<file path="config.mk">
export PLATFORM = sky130hd
export DESIGN_NAME = serial_frame_deserializer
export DESIGN_NICKNAME = d
export VERILOG_FILES = /design/src/rtl/serial_frame_deserializer.sv
export SDC_FILE = /design/constraint.sdc
export NUM_CORES = 1
export LEC_CHECK = 0
export CAP_MARGIN = 10
export CORE_ASPECT_RATIO = 2
export CORE_MARGIN = 2
export CORE_UTILIZATION = 40
export CTS_BUF_LIST = sky130_fd_sc_hd__clkbuf_2
export CTS_CLUSTER_SIZE = 10
export DETAILED_ROUTE_END_ITERATION = 8
export GPL_TIMING_DRIVEN = 1
export PLACE_DENSITY_LB_ADDON = 0.15
export SYNTH_ARGS = -nofsm -noshare
export SYNTH_HDL_FRONTEND = slang
export SYNTH_SLANG_ARGS = --single-unit
</file>
<file path="constraint.sdc">
create_clock -name clock -period 3.45 [get_ports clock]
set_input_delay 0.69 -clock clock [delete_from_list [all_inputs] [get_ports clock]]
set_output_delay 0.69 -clock clock [all_outputs]
set_load 0.01 [all_outputs]
</file>
<file path="src/rtl/serial_frame_deserializer.sv">
// Start/data/parity/stop serial receiver with a one-word valid/ready output buffer.
// Parity and framing errors and overruns are flagged per frame.
module serial_frame_deserializer #(
  parameter int WIDTH     = 8,
  parameter int PARITY_EN = 1,
  parameter int ODD       = 0
) (
  input  logic             clock,
  input  logic             Rst,
  input  logic             D,
  output logic [WIDTH-1:0] data,
  output logic             valid,
  input  logic             ready,
  output logic             parity_err,
  output logic             frame_err,
  output logic             overrun
);

  localparam int CW = $clog2(WIDTH);
  localparam logic [CW-1:0] LAST = CW'(WIDTH - 1);

  typedef enum logic [2:0] {IDLE, DATA, PARITY, STOP, BREAK} state_t;

  state_t           state, nxt;
  logic [CW-1:0]    cnt;
  logic [WIDTH-1:0] sreg;
  logic             par_bit;
  logic             stop_good, stop_bad, par_calc, load;

  always_ff @(posedge clock or posedge Rst) begin
    if (Rst) state <= IDLE;
    else     state <= nxt;
  end

  always_comb begin
    nxt = state;
    case (state)
      IDLE:    if (!D) nxt = DATA;
      DATA:    if (cnt == LAST) nxt = (PARITY_EN != 0) ? PARITY : STOP;
      PARITY:  nxt = STOP;
      STOP:    nxt = D ? IDLE : BREAK;
      BREAK:   if (D) nxt = IDLE;
      default: nxt = IDLE;
    endcase
  end

  assign stop_good = (state == STOP) && D;
  assign stop_bad  = (state == STOP) && !D;
  assign par_calc  = (PARITY_EN != 0) && ((^sreg ^ par_bit) != (ODD != 0));
  // A finished word may only be taken if the buffer is empty or draining this edge.
  assign load      = stop_good && (!valid || ready);

  always_ff @(posedge clock or posedge Rst) begin
    if (Rst) begin
      cnt        <= '0;
      sreg       <= '0;
      par_bit    <= 1'b0;
      data       <= '0;
      valid      <= 1'b0;
      parity_err <= 1'b0;
      frame_err  <= 1'b0;
      overrun    <= 1'b0;
    end else begin
      frame_err <= stop_bad;
      overrun   <= stop_good && valid && !ready;
      case (state)
        IDLE:    cnt <= '0;
        DATA: begin
          // LSB first: shifting right leaves the first bit in bit 0 after WIDTH shifts.
          sreg <= {D, sreg[WIDTH-1:1]};
          cnt  <= cnt + 1'b1;
        end
        PARITY:  par_bit <= D;
        default: ;
      endcase
      if (load) begin
        data       <= sreg;
        parity_err <= par_calc;
        valid      <= 1'b1;
      end else if (valid && ready) begin
        valid <= 1'b0;
      end
    end
  end

endmodule

</file>
==> metrics.yaml, run 1 <==
setup_slack_ns: 1.48
vias: 681
cts-root-buf: "clkbuf_2"
cts_tree: "yes"
cts_max_level: 1
finalMaxSlewViolations: 0
ys_warn_count: 0
synth_area_sq_um: 1160
grt_util_all_layers_pct: 12.3
p_leak_nw: 0.627
place_congestion: 0.641
nNetsFinal: 111
syn2layout_area_growth_pct: 16.8
grt_use_met3_pct: 1.35
status: "complete, no violations"
syn_nets: 94
synth-compound-area-share_pct: 2.90
die_w_microns: 42.1
relSlewSlack_pct: 31.3
final_antenna_net_count: 0
antenna_found_initial: 0
rsz0062_at_grt: "false"
grt.met1_usage_pct: 13.4
worstSetupPathType: "flip-flop to primary output"
cts_repair_resize_count: 0
cts_setup_buffers: 0
multi_input_area_sq_um: 465
setup_viol: 0
max_cap_violations: 0
cp_slowest_stage_delay_ns: 0.54
synth_fa_ha_area_share_pct: 2.15
fin_cells: 133
ir_worst_vdd_mv: 0.403
path_cells: "clkdlybuf4s50_1"
path_depth: 1
post-place-ws_ns: 1.24
grt_pass1_vias: 718
die-area_sq_um: 3380
holdPathStages: 1
syn_inst: 88
power_density_nw_per_um2: 864
wl_microns: 1810
path_clk_slew_ns: 0.23
arrival_ns: 1.28
r2r-end: "data[3]"
io_pins: 16
hold_viol: 0
core_sq_um: 2770
worst_pin_slew_ns: 1.03
dp.cells: 129
hold_class: "flip-flop to flip-flop"
endpoint: "valid"
path_buf_inv: 1
grt_start_max_net_pins: 28
die_y_microns: 80.3
critical_path_required_ns: 2.76
nFillCells: 275
num_antenna_cells: 0
path_max_fanout: 2
port-buffer-count: 15
r2r_start: "state[2]"
synthDistinctLibCells: 21
cts_hold_buf: 0
synth_seq_area_share_pct: 58.1
clock-sinks: 27
rows: 27
crit_path_top_delay_cell: "clkdlybuf4s50_1"
cp_top_family: "buffers and inverters"
viasPerCell: 5.12
grt_pass1_wl_microns: 3160
drive_gt1_share_pct: 23.1
finalSetupTns_ns: 0
synth_area_per_cell_sq_um: 13.2
crit_path_start: "valid"
final_core_util_pct: 49.1
start_util_pct: 42.0
fin_crit_sh_pct: 57.1
wire_per_inst_microns: 13.6
startpoint_type: "flip-flop"
yosys.area_share.simple_pct: 10.8
drtPass1Iterations: 3
r2r_cells: 4
fmax_mhz: 508
cts_buffers: 3
fin_skew_ns: 0.00883
clk_path_buf_depth: 2
rrSetupSlack_ns: 1.87
clk_latency_ns: 0.34
synth_top_family_by_area: "multiplexers"
worstSetupEndpointType: "primary output"
drt_iter0_drc: 4
drc: 0
overflow: 0
regArea_sq_um: 676
synth-seq-cells: 27
busiest_layer: "met2"
grt_use_met2_pct: 23.1
period_minus_slack_ns: 1.97
synthXorXnorAreaFrac_pct: 6.45
synth.area.mux_share_pct: 17.7
## routing by layer
layer  share of wire [%]  vias up  wire length [microns]
li1                    -      329                      -
met3                 1.9        5                     34
met2                  59        8                   1070
met1                  37      339                    673
met5                   0        -                      0
met4                 2.0        0                     36
## cell usage after synthesis, drive strengths merged
cell | n | share of area, %
a21oi | 2 | 0.86
buf | 3 | 1.3
clkbuf | 1 | 0.32
dfrtp | 27 | 58
ha | 2 | 2.2
inv | 1 | 0.32
mux2 | 18 | 18
nand2 | 5 | 1.6
nand2b | 3 | 1.6
nand3 | 2 | 0.86
nand3b | 3 | 1.9
nand4b | 1 | 0.75
nor2 | 7 | 2.9
nor2b | 2 | 1.1
o21ai | 3 | 1.3
o22a | 1 | 0.75
xnor2 | 5 | 3.8
xnor3 | 1 | 1.9
xor2 | 1 | 0.75
## layout by cell type (no fill, tap or decap), types with 2 or more instances in the layout
cell type | synthesis | layout
mux2_2 | 17 | 17
nand2_1 | 5 | 5
a21oi_1 | 2 | 2
nor2b_1 | 2 | 2
nand3_1 | 2 | 2
ha_1 | 2 | 2
nand2b_1 | 3 | 3
xnor2_1 | 5 | 5
nand3b_1 | 3 | 3
nor2_1 | 6 | 6
o21ai_0 | 3 | 3
dfrtp_1 | 27 | 27
clkbuf_2 | 0 | 4
clkdlybuf4s50_1 | 0 | 15
## sequential cells by signal, indices dropped and copies added, names as in the netlist
name and flops:
cnt 3, overrun 1, data 8, state 3
parity_err 1, sreg 8, par_bit 1, frame_err 1
valid 1
## final cells by class
class	count	area share, %
Sequential cell	27	49.7
Multi-Input combinational cell	56	34.3
Timing Repair Buffer	16	11.6
Tap cell	29	2.67
Clock buffer	4	1.47
Inverter	1	0.276
## power breakdown
part           switching [W]  total (W)  internal (W)
Sequential          0.000105   0.000540      0.000435
Clock              0.0000851   0.000116     0.0000306
Combinational       0.000180   0.000518      0.000339
## stage by stage
| step | total power (W) | hold WS (ns) | instance area (sq um) |
|---|---|---|---|
| finish | 0.00117 | 0.537 | 1360 |
| global route | 0.00126 | 0.560 | 1360 |
| CTS | 0.00120 | 0.545 | 1360 |
| detailed placement | 0.00108 | 0.496 | 1340 |
| global placement | 0.00107 | 0.485 | 1340 |
| floorplan | 0.000924 | 0.472 | 1160 |
## worst min path at each step
stage	start	slack (ns)	end
floorplan	cnt[1]	0.47	cnt[1]
global placement	cnt[1]	0.49	cnt[1]
detailed placement	data[0]	0.50	data[0]
CTS	data[2]	0.55	data[2]
global route	data[2]	0.56	data[2]
finish	data[2]	0.54	data[2]
## kinds of logic (layout without fill, tap and decap cells)
| logic type | Yosys count | in the layout |
|---|---|---|
| xor+xnor | 7 | 7 |
| buf+inv | 5 | 21 |
| mux | 18 | 18 |
| fa+ha+maj | 2 | 2 |
| flops | 27 | 27 |
| compound gates | 6 | 6 |
| simple gates | 23 | 23 |
Power figures use the tool's default switching activity.
==> run 2: changes to the inputs <==
- clock period: 3.45 -> 1.6 ns (I/O delays scaled with it)
==> metrics.yaml, run 2 (synthesis results as in run 1) <==
grt_pass1_wl_microns: 3420
core_sq_um: 2770
setup_slack_ns: 0.0928
start_util_pct: 42.0
drive_gt1_share_pct: 30.7
nNetsFinal: 121
critical_path_required_ns: 1.88
viasPerCell: 5.06
hold_viol: 0
cts-root-buf: "clkbuf_2"
drtPass1Iterations: 2
top_regs: "data: 8 flops, sreg: 8 flops"
total_power_w: 0.00256
clk_latency_ns: 0.35
cts_max_level: 1
place_congestion: 0.663
grt_util_all_layers_pct: 13.3
post-place-ws_ns: -0.114
hpwl_microns: 1450
die-area_sq_um: 3380
grt_start_max_net_pins: 28
ir_worst_vdd_mv: 0.926
status: "complete, no violations"
rows: 27
port-buffer-count: 15
final_common_cell: "dfrtp_1"
path_clk_slew_ns: 0.24
worstSetupEndpointType: "flip-flop"
final_cell_mix: "dfrtp_1, mux2_2, dlygate4sd2_1, buf_4, nor2_1"
io_pins: 16
clk_path_buf_depth: 2
wire_per_inst_microns: 13.5
vias: 723
fin_crit_sh_pct: 94.2
path_max_fanout: 2
max_cap_violations: 0
startpoint_type: "flip-flop"
drt_iter0_drc: 15
drc: 0
setup_viol: 0
grt_pass1_vias: 791
p_leak_nw: 0.743
period_minus_slack_ns: 1.51
dpl_cell_area_sq_um: 1400
num_antenna_cells: 0
syn2layout_area_growth_pct: 22.9
die_y_microns: 80.3
relSlewSlack_pct: 77.3
power_density_nw_per_um2: 1790
final_antenna_net_count: 0
die_w_microns: 42.1
fin_skew_ns: 0.0160
cts_buffers: 3
finalMaxSlewViolations: 0
arrival_ns: 1.79
overflow: 0
worst_pin_slew_ns: 0.341
wl_microns: 1930
rsz0062_at_grt: "false"
antenna_found_initial: 0
final_core_util_pct: 51.6
layout.cell_area.non_filler_sq_um: 1430
clock-sinks: 27
fmax_mhz: 663
cts_tree: "yes"
worstSetupPathType: "flip-flop to flip-flop"
hold_class: "input pin to asynchronous set/reset pin"
-- run 2: cell count changes in the layout (fill, tap and decap cells not counted), sizes merged --
cell / change
dlymetal6s2s: +1
clkdlybuf4s50: -12
buf: +10
dlygate4sd2: +11
-- run 2: worst paths after layout --
check	start	endpoint	slack, ns	depth (start not counted)
setup / recovery	par_bit	parity_err	0.09	4
hold / removal	Rst	overrun	0.28	3
setup reg to reg	par_bit	parity_err	0.09	4
hold reg to reg	data[2]	data[2]	0.53	1
max in group asynchronous	Rst	sreg[3]	1.05	3
min in group clock	data[2]	data[2]	0.53	1
-- run 2: repair_timing --
| item | 4_1_cts | 5_1_grt |
|---|---|---|
| cloned | 0 | 0 |
| gates resized for setup | 11 | 2 |
| pin swaps | 0 | 1 |
| hold buffers | 0 | 0 |
| hold endpoints to repair | 0 | 0 |
| buffers inserted | 1 | 1 |
| setup endpoints to repair | 11 | 2 |
-- run 2: where the power goes --
part           switching [W]  internal, W
Sequential          0.000200     0.000938
Combinational       0.000433     0.000733
Clock               0.000192    0.0000660
Total               0.000826      0.00174
-- run 2: final cells by class --
class / instances / area (sq um)
Inverter: 1 / 3.75
Fill cell: 267 / 1340
Multi-Input combinational cell: 56 / 473
Sequential cell: 27 / 676
Timing Repair Buffer: 26 / 221
Clock buffer: 4 / 20.0
Tap cell: 29 / 36.3
-- run 2: metrics by stage --
step / cells / setup TNS [ns] / hold WS (ns)
6_report: 143 / 0 / 0.284
3_3_place_gp: 137 / -0.904 / 0.483
3_5_place_dp: 137 / -0.955 / 0.495
4_1_cts: 142 / 0 / 0.293
2_1_floorplan: 88 / 0 / 0.373
5_1_grt: 143 / 0 / 0.336
-- run 2: critical path: stages (launching register included) --
cell and delay (ns):
dfrtp_1 0.46, xnor2_2 0.17, xnor3_1 0.43, xnor2_1 0.14, mux2_4 0.25
-- run 2: layer usage --
metal	GRT usage [%]	up-vias	share of wire, %
met2	27.0	7	61
met3	1.35	4	1.6
met5	0	-	0
met4	6.56	0	2.2
met1	12.4	364	35
li1	-	348	-
==> run 3: changes to the inputs <==
- CAP_MARGIN: 10 -> 20
- SKIP_LAST_GASP: default -> 1
==> results of run 3 <==
Same layout as run 2: the final DEF is identical, and so are final timing and power.
